## src/rtl/mdu_pkg.sv

```systemverilog
// Shared encodings for the iterative multiply/divide unit: operation codes,
// FSM states, iteration count and small operation-class helpers.
package mdu_pkg;

   // One iteration per operand bit.
   localparam int ITERS = 32;

   typedef enum logic [1:0] {
      OP_MULT  = 2'b00,
      OP_MULTU = 2'b01,
      OP_DIV   = 2'b10,
      OP_DIVU  = 2'b11
   } op_e;

   typedef enum logic [1:0] {
      IDLE = 2'b00,
      RUN  = 2'b01,
      FIX  = 2'b10
   } state_e;

   function automatic logic op_is_div(input op_e op);
      return (op == OP_DIV) || (op == OP_DIVU);
   endfunction

   function automatic logic op_is_signed(input op_e op);
      return (op == OP_MULT) || (op == OP_DIV);
   endfunction

endpackage

```

## src/rtl/mdu_hilo_if.sv

```systemverilog
// Pipeline-facing bus of the multiply/divide unit: launch, operands,
// HI/LO moves, status and the architectural HI/LO values.
interface mdu_hilo_if #(
   parameter int WIDTH = 32
);
   logic             Start;
   logic [1:0]       Op;
   logic [WIDTH-1:0] OpA;
   logic [WIDTH-1:0] OpB;
   logic             MtHi;
   logic             MtLo;
   logic [WIDTH-1:0] MtData;
   logic             Busy;
   logic             Done;
   logic [WIDTH-1:0] Hi;
   logic [WIDTH-1:0] Lo;

   modport master (
      output Start, Op, OpA, OpB, MtHi, MtLo, MtData,
      input  Busy, Done, Hi, Lo
   );

   modport slave (
      input  Start, Op, OpA, OpB, MtHi, MtLo, MtData,
      output Busy, Done, Hi, Lo
   );
endinterface

```

## src/rtl/mdu_step.sv

```systemverilog
// One combinational iteration: LSB-first shift-add for multiply, or one
// MSB-first restoring-divide step (dividend register fills with quotient bits).
module mdu_step #(
   parameter int WIDTH = 32
) (
   input  logic               is_div,
   input  logic [2*WIDTH-1:0] acc_i,
   input  logic [WIDTH:0]     rem_i,
   input  logic [WIDTH-1:0]   a_i,
   input  logic [WIDTH-1:0]   b_i,
   output logic [2*WIDTH-1:0] acc_o,
   output logic [WIDTH:0]     rem_o,
   output logic [WIDTH-1:0]   a_o,
   output logic [WIDTH-1:0]   b_o
);
   logic [WIDTH:0]   sum_s;
   logic [WIDTH+1:0] shl_s;
   logic [WIDTH+1:0] diff_s;

   // Add into the upper half then shift right; a non-negative trial difference sets the quotient bit.
   always_comb begin
      sum_s  = {1'b0, acc_i[2*WIDTH-1:WIDTH]} + (b_i[0] ? {1'b0, a_i} : {(WIDTH+1){1'b0}});
      shl_s  = {rem_i, a_i[WIDTH-1]};
      diff_s = shl_s - {2'b00, b_i};
      acc_o  = acc_i;
      rem_o  = rem_i;
      a_o    = a_i;
      b_o    = b_i;
      if (is_div) begin
         a_o   = {a_i[WIDTH-2:0], ~diff_s[WIDTH+1]};
         rem_o = diff_s[WIDTH+1] ? shl_s[WIDTH:0] : diff_s[WIDTH:0];
      end else begin
         acc_o = {sum_s, acc_i[WIDTH-1:1]};
         b_o   = {1'b0, b_i[WIDTH-1:1]};
      end
   end
endmodule

```

## src/rtl/mdu_hilo.sv

```systemverilog
// Iterative MULT/MULTU/DIV/DIVU unit holding the architectural HI/LO pair;
// 33 busy cycles per operation, Done pulses once HI/LO carry the result.
module mdu_hilo
   import mdu_pkg::*;
#(
   parameter int WIDTH = ITERS
) (
   input  logic      Clk,
   input  logic      Rst_n,
   mdu_hilo_if.slave bus
);
   localparam int            CW   = $clog2(WIDTH);
   localparam logic [CW-1:0] LAST = CW'(WIDTH - 1);

   state_e             state_q, state_d;
   op_e                op_q, op_d;
   logic [CW-1:0]      cnt_q, cnt_d;
   logic               sign_a_q, sign_a_d, sign_b_q, sign_b_d;
   logic [WIDTH-1:0]   a_q, a_d, b_q, b_d;
   logic [2*WIDTH-1:0] acc_q, acc_d;
   logic [WIDTH:0]     rem_q, rem_d;
   logic [WIDTH-1:0]   hi_q, hi_d, lo_q, lo_d;
   logic               busy_q, busy_d, done_q, done_d;

   logic [2*WIDTH-1:0] acc_step_s;
   logic [WIDTH:0]     rem_step_s;
   logic [WIDTH-1:0]   a_step_s, b_step_s;
   op_e                op_in_s;
   logic               signed_in_s, is_signed_s, neg_res_s;
   logic [2*WIDTH-1:0] prod_fix_s;
   logic [WIDTH-1:0]   quo_fix_s, rem_fix_s;

   mdu_step #(.WIDTH(WIDTH)) u_step (
      .is_div (op_is_div(op_q)),
      .acc_i  (acc_q),
      .rem_i  (rem_q),
      .a_i    (a_q),
      .b_i    (b_q),
      .acc_o  (acc_step_s),
      .rem_o  (rem_step_s),
      .a_o    (a_step_s),
      .b_o    (b_step_s)
   );

   assign op_in_s     = op_e'(bus.Op);
   assign signed_in_s = op_is_signed(op_in_s);
   assign is_signed_s = op_is_signed(op_q);
   // Quotient/product negate on sign mismatch; remainder follows the dividend.
   assign neg_res_s   = is_signed_s && (sign_a_q ^ sign_b_q);
   assign prod_fix_s  = neg_res_s ? -acc_q : acc_q;
   assign quo_fix_s   = neg_res_s ? -a_q : a_q;
   assign rem_fix_s   = (is_signed_s && sign_a_q) ? -rem_q[WIDTH-1:0] : rem_q[WIDTH-1:0];

   // Next-state, datapath and HI/LO update.
   always_comb begin
      state_d  = state_q;
      op_d     = op_q;
      cnt_d    = cnt_q;
      sign_a_d = sign_a_q;
      sign_b_d = sign_b_q;
      a_d      = a_q;
      b_d      = b_q;
      acc_d    = acc_q;
      rem_d    = rem_q;
      hi_d     = hi_q;
      lo_d     = lo_q;
      case (state_q)
         IDLE: begin
            if (bus.Start) begin
               op_d     = op_in_s;
               sign_a_d = signed_in_s && bus.OpA[WIDTH-1];
               sign_b_d = signed_in_s && bus.OpB[WIDTH-1];
               a_d      = (signed_in_s && bus.OpA[WIDTH-1]) ? -bus.OpA : bus.OpA;
               b_d      = (signed_in_s && bus.OpB[WIDTH-1]) ? -bus.OpB : bus.OpB;
               acc_d    = {(2*WIDTH){1'b0}};
               rem_d    = {(WIDTH+1){1'b0}};
               cnt_d    = {CW{1'b0}};
               state_d  = RUN;
            end else begin
               hi_d = bus.MtHi ? bus.MtData : hi_q;
               lo_d = bus.MtLo ? bus.MtData : lo_q;
            end
         end
         RUN: begin
            acc_d   = acc_step_s;
            rem_d   = rem_step_s;
            a_d     = a_step_s;
            b_d     = b_step_s;
            cnt_d   = cnt_q + {{(CW-1){1'b0}}, 1'b1};
            state_d = (cnt_q == LAST) ? FIX : RUN;
         end
         FIX: begin
            if (op_is_div(op_q)) begin
               hi_d = rem_fix_s;
               lo_d = quo_fix_s;
            end else begin
               hi_d = prod_fix_s[2*WIDTH-1:WIDTH];
               lo_d = prod_fix_s[WIDTH-1:0];
            end
            state_d = IDLE;
         end
         default: begin
            state_d = IDLE;
         end
      endcase
      busy_d = (state_d != IDLE);
      done_d = (state_q == FIX);
   end

   // State and output registers with synchronous active-low reset.
   always_ff @(posedge Clk) begin
      if (!Rst_n) begin
         state_q  <= IDLE;
         op_q     <= OP_MULT;
         cnt_q    <= {CW{1'b0}};
         sign_a_q <= 1'b0;
         sign_b_q <= 1'b0;
         a_q      <= {WIDTH{1'b0}};
         b_q      <= {WIDTH{1'b0}};
         acc_q    <= {(2*WIDTH){1'b0}};
         rem_q    <= {(WIDTH+1){1'b0}};
         hi_q     <= {WIDTH{1'b0}};
         lo_q     <= {WIDTH{1'b0}};
         busy_q   <= 1'b0;
         done_q   <= 1'b0;
      end else begin
         state_q  <= state_d;
         op_q     <= op_d;
         cnt_q    <= cnt_d;
         sign_a_q <= sign_a_d;
         sign_b_q <= sign_b_d;
         a_q      <= a_d;
         b_q      <= b_d;
         acc_q    <= acc_d;
         rem_q    <= rem_d;
         hi_q     <= hi_d;
         lo_q     <= lo_d;
         busy_q   <= busy_d;
         done_q   <= done_d;
      end
   end

   assign bus.Busy = busy_q;
   assign bus.Done = done_q;
   assign bus.Hi   = hi_q;
   assign bus.Lo   = lo_q;
endmodule

```

## src/flat_wrapper.sv

```systemverilog
// flat-port wrapper written by rule: the top's interface ports become plain ports
module mdu_hilo_flat import mdu_pkg::*;
#(
   parameter int WIDTH = ITERS
)
  (Clk, Rst_n, bus_Start, bus_Op, bus_OpA, bus_OpB, bus_MtHi, bus_MtLo, bus_MtData, bus_Busy, bus_Done, bus_Hi, bus_Lo);
  mdu_hilo_if #(.WIDTH(WIDTH)) bus_i ();
  input  logic Clk;
  input  logic Rst_n;
  input wire logic [$bits(bus_i.Start)-1:0] bus_Start;
  input wire logic [$bits(bus_i.Op)-1:0] bus_Op;
  input wire logic [$bits(bus_i.OpA)-1:0] bus_OpA;
  input wire logic [$bits(bus_i.OpB)-1:0] bus_OpB;
  input wire logic [$bits(bus_i.MtHi)-1:0] bus_MtHi;
  input wire logic [$bits(bus_i.MtLo)-1:0] bus_MtLo;
  input wire logic [$bits(bus_i.MtData)-1:0] bus_MtData;
  output wire logic [$bits(bus_i.Busy)-1:0] bus_Busy;
  output wire logic [$bits(bus_i.Done)-1:0] bus_Done;
  output wire logic [$bits(bus_i.Hi)-1:0] bus_Hi;
  output wire logic [$bits(bus_i.Lo)-1:0] bus_Lo;
  assign bus_i.Start = bus_Start;
  assign bus_i.Op = bus_Op;
  assign bus_i.OpA = bus_OpA;
  assign bus_i.OpB = bus_OpB;
  assign bus_i.MtHi = bus_MtHi;
  assign bus_i.MtLo = bus_MtLo;
  assign bus_i.MtData = bus_MtData;
  assign bus_Busy = bus_i.Busy;
  assign bus_Done = bus_i.Done;
  assign bus_Hi = bus_i.Hi;
  assign bus_Lo = bus_i.Lo;
  mdu_hilo #(.WIDTH(WIDTH)) u_core (.Clk(Clk), .Rst_n(Rst_n), .bus(bus_i));
endmodule
```

## config.mk

```make
export PLATFORM = sky130hd
export DESIGN_NAME = mdu_hilo_flat
export DESIGN_NICKNAME = d
export VERILOG_FILES = /design/src/rtl/mdu_pkg.sv /design/src/rtl/mdu_hilo_if.sv /design/src/rtl/mdu_step.sv /design/src/rtl/mdu_hilo.sv /design/src/flat_wrapper.sv
export SDC_FILE = /design/constraint.sdc
export NUM_CORES = 1
export LEC_CHECK = 0
export CORE_UTILIZATION = 50
export CTS_BUF_LIST = sky130_fd_sc_hd__clkbuf_16
export DETAILED_ROUTE_END_ITERATION = 10
export PLACE_DENSITY = 0.74
export SETUP_SLACK_MARGIN = 0.3
export SLEW_MARGIN = 20
export SYNTH_ARGS = -nofsm -noshare
export SYNTH_HDL_FRONTEND = slang
export SYNTH_SLANG_ARGS = --single-unit
```

## constraint.sdc

```tcl
create_clock -name Clk -period 3.65 [get_ports Clk]
set_input_delay 0.5475 -clock Clk [delete_from_list [all_inputs] [get_ports Clk]]
set_output_delay 0.5475 -clock Clk [all_outputs]
set_load 0.02 [all_outputs]
```

==> impl_metrics.py <==
metrics = {
    "power_and_ir_drop": {
        "peakVddDrop_v": 0.0003633,
        "p_leak_nw": 8.212,
        "power_density_nw_per_um2": 343.7,
    },
    "setup_path": {
        "crit_buf_inv": 1,
        "worstPathCellList": "buf_4 -> and2_1 -> ha_1 -> nor2b_1 -> o21ai_0 -> a21oi_2 -> a221o_1 -> a21boi_1 -> o21ai_0 -> a21boi_0 -> xor2_1 -> o21ai_0",
        "cp.arrival_ns": 3.64,
        "critPathMaxStageDelay_ns": 0.44,
        "cp_slowest_cell": "dfxtp_1",
        "crit_path_end_kind": "flop",
        "cp.required_ns": 4.09,
        "critPathKind": "reg -> reg",
        "crit_fanout": 15,
        "crit_family": "compound AO/OA/AOI/OAI gates",
        "cp-start-kind": "flop",
        "cp_common_cell": "o21ai_0",
    },
    "clock_tree": {
        "clock_sinks": 238,
        "cts-resized-gates": 0,
        "cts_setup_buffers": 0,
        "hold_buffers": 0,
        "cts-root-buf": "clkbuf_16",
        "cts_made_buffers": 29,
        "clk_pin_slew_ns": 0.06,
        "htree_levels": 1,
        "insertion_delay_ns": 0.59,
        "clock_path_buffers": 3,
        "cts_tree": "built",
    },
    "logic_synthesis": {
        "yosys_warnings": 0,
        "synth_cell_types": 90,
        "syn_nets": 2518,
        "synthCells": 2341,
        "syn_area_sq_um": 17940,
        "synth_top_area_share_pct": 26.56,
        "ys_seq_elements": 238,
        "yosysSeqAreaShare_pct": 26.56,
        "synth_area_per_cell_sq_um": 7.662,
        "yosysTopAreaCell": "dfxtp_1",
        "synthTopCellsByArea": "dfxtp_1, a21oi_1, xnor2_1, xor2_1, ha_1",
        "async_reset_ff_share_pct": 0,
        "synth_edf_count": 0,
        "synth-main-ff-cell": "dfxtp_1",
    },
    "route": {
        "totalWireLength_mm": 62.25,
        "first_iter_violations": 2172,
        "vias": 18420,
        "drc": 0,
        "detail-route-antenna-nets": 0,
        "routed_via_density": 6.264,
        "drt_first_pass_iters": 7,
        "wire_per_inst_um": 21.17,
    },
    "finish": {
        "fin_util_pct": 59.38,
        "fin_nets": 2635,
        "stdcell_area_sq_um": 21020,
        "final_cells": 2940,
        "area_growth_syn_to_layout_pct": 17.18,
        "n_antenna_cell": 0,
        "final_layout_size_suffix_gt1_share_pct": 6.374,
    },
    "sta": {
        "max_freq_ghz": 0.3126,
        "fin_skew_ns": 0.01681,
        "rsz0062_at_grt": "true",
        "hold_slack_ns": 0.3794,
        "slew_violations": 0,
        "tns_ns": 0,
        "hold_violations": 0,
        "setup_viol": 0,
        "worst_slew_margin_rel_pct": 34.05,
        "period_minus_slack_ns": 3.199,
        "period_share_pct": 87.65,
        "worst_pin_slew_ns": 0.9892,
    },
    "place": {
        "dpl_cell_area_sq_um": 20110,
        "io_buffers": 168,
        "post-place-cells": 2888,
        "gp_congestion": 0.9888,
        "dpl.hpwl_mm": 47.79,
    },
    "floorplan": {
        "fp-row-count": 69,
        "die_w_um": 191.4,
        "ios": 169,
        "die_y_um": 191.4,
        "start_util_pct": 50.68,
        "core_sq_um": 35400,
        "dieArea_sq_um": 36640,
    },
    "global_routing": {
        "grt_overflow": 0,
        "grt_pass1_vias": 16700,
        "antenna_found_initial": 0,
        "grt_max_degree": 114,
        "grt_pass1_wl_mm": 95.52,
        "grt_use_total_pct": 33.35,
    },
    "outcome": {
        "outcome": "finished clean",
    },
    "min_path": {
        "hold_class": "in -> reg",
    },
    "flow_run": {
        "cap_viol_max_count": 0,
    },
}
-- cell type report --
class                      instances  area (sq um)
fill                            3293         14380
multi-input combinational       1893         12360
sequential                       238          4766
timing repair buffer             231          2193
clock buffer                      29         725.7
tap                              461         576.8
inverter                          65         244.0
clock inverter                    23         153.9
-- worst min-delay path, cell delays in order --
cell and delay [ns]:
buf_4 0.20, o21ai_0 0.11, a31oi_1 0.04
-- registers in the layout (all words and copies together), names as in the netlist --
signal,cells
u_core.op_q,2
u_core.bus.Lo,32
u_core.cnt_q,5
u_core.b_q,32
u_core.acc_q,64
u_core.bus.Hi,32
u_core.a_q,32
u_core.bus.Done,1
u_core.rem_q,33
u_core.state_q,2
u_core.bus.Busy,1
u_core.sign_a_q,1
u_core.sign_b_q,1
-- final timing paths --
check                                      from                to  slack [ns]  depth (start not counted)
worst max-delay path              u_core.b_q[0]  u_core.acc_q[55]        0.45                         12
worst min-delay path                      Rst_n  u_core.bus.Hi[0]        0.38                          3
worst max register to register    u_core.b_q[0]  u_core.acc_q[55]        0.45                         12
worst min register to register  u_core.sign_b_q   u_core.sign_b_q        0.48                          2
-- cells in the mapped netlist (16+ instances only) --
cell and number:
o21ai_0 175, nand2b_1 19, o211ai_1 50, and2_1 40, nand3_1 50, nor3_1 43
a22oi_1 52, nand4_1 17, clkbuf_1 116, a221oi_1 24, or3_1 31, xor2_1 111
nor2b_1 122, o31ai_1 34, ha_1 72, mux2i_1 29, xnor2_1 117, a211oi_1 40
and3_1 18, a31oi_1 21, inv_1 65, a21boi_0 16, nand2_1 207, or4_1 21
dfxtp_1 238, nor2_1 172, a21oi_1 207, a21o_1 30
-- stage by stage --
step	worst slack [ns]	power (W)
after global placement	0.2377	0.004446
after CTS	0.3722	0.007207
after floorplan	0.7557	0.003871
final	0.4508	0.007223
after detailed placement	0.2277	0.004464
after global routing	0.2867	0.007496
-- layout by cell type, fill, tap and decap left out, types with 18 or more instances in the layout --
master / netlist / routed
a211oi_1: 40 / 40
inv_1: 65 / 73
nand2_1: 207 / 207
clkbuf_16: 0 / 29
o31ai_1: 34 / 34
or4_1: 21 / 21
a221oi_1: 24 / 24
and3_1: 18 / 18
a21o_1: 30 / 30
or3_1: 31 / 31
a22oi_1: 52 / 51
dfxtp_1: 238 / 237
xnor2_1: 117 / 117
nand3_1: 50 / 50
clkdlybuf4s50_1: 0 / 167
nor3_1: 43 / 42
a31oi_1: 21 / 21
a21oi_1: 207 / 206
o211ai_1: 50 / 50
mux2i_1: 29 / 29
nor2b_1: 122 / 119
xor2_1: 111 / 111
ha_1: 72 / 71
and2_1: 40 / 40
o21ai_0: 175 / 174
buf_4: 3 / 60
nor2_1: 172 / 168
-- power breakdown --
| part | internal, W | switching, W |
|---|---|---|
| logic | 0.000666 | 0.000937 |
| clock network | 0.00157 | 0.00120 |
| registers | 0.00271 | 0.000146 |
-- logic make-up (layout without fill, tap and decap cells) --
group / Yosys count / after routing / synth area share, %
simple gates: 803 / 803 / 23.03
compound gates: 756 / 756 / 27.14
flops: 238 / 238 / 26.56
xor+xnor: 229 / 229 / 11.22
buf+inv: 210 / 348 / 4.987
fa+ha+maj: 74 / 74 / 5.246
mux: 31 / 31 / 1.807
-- metal layers --
metal / GRT usage (%) / vias to the layer above / routed length (um)
li1: - / 8713 / -
met1: 47.78 / 8699 / 27770
met2: 50.93 / 896 / 26890
met3: 5.471 / 109 / 5818
met4: 9.737 / 0 / 1775
met5: 0 / - / 0
(Power assumes the default switching activity.)
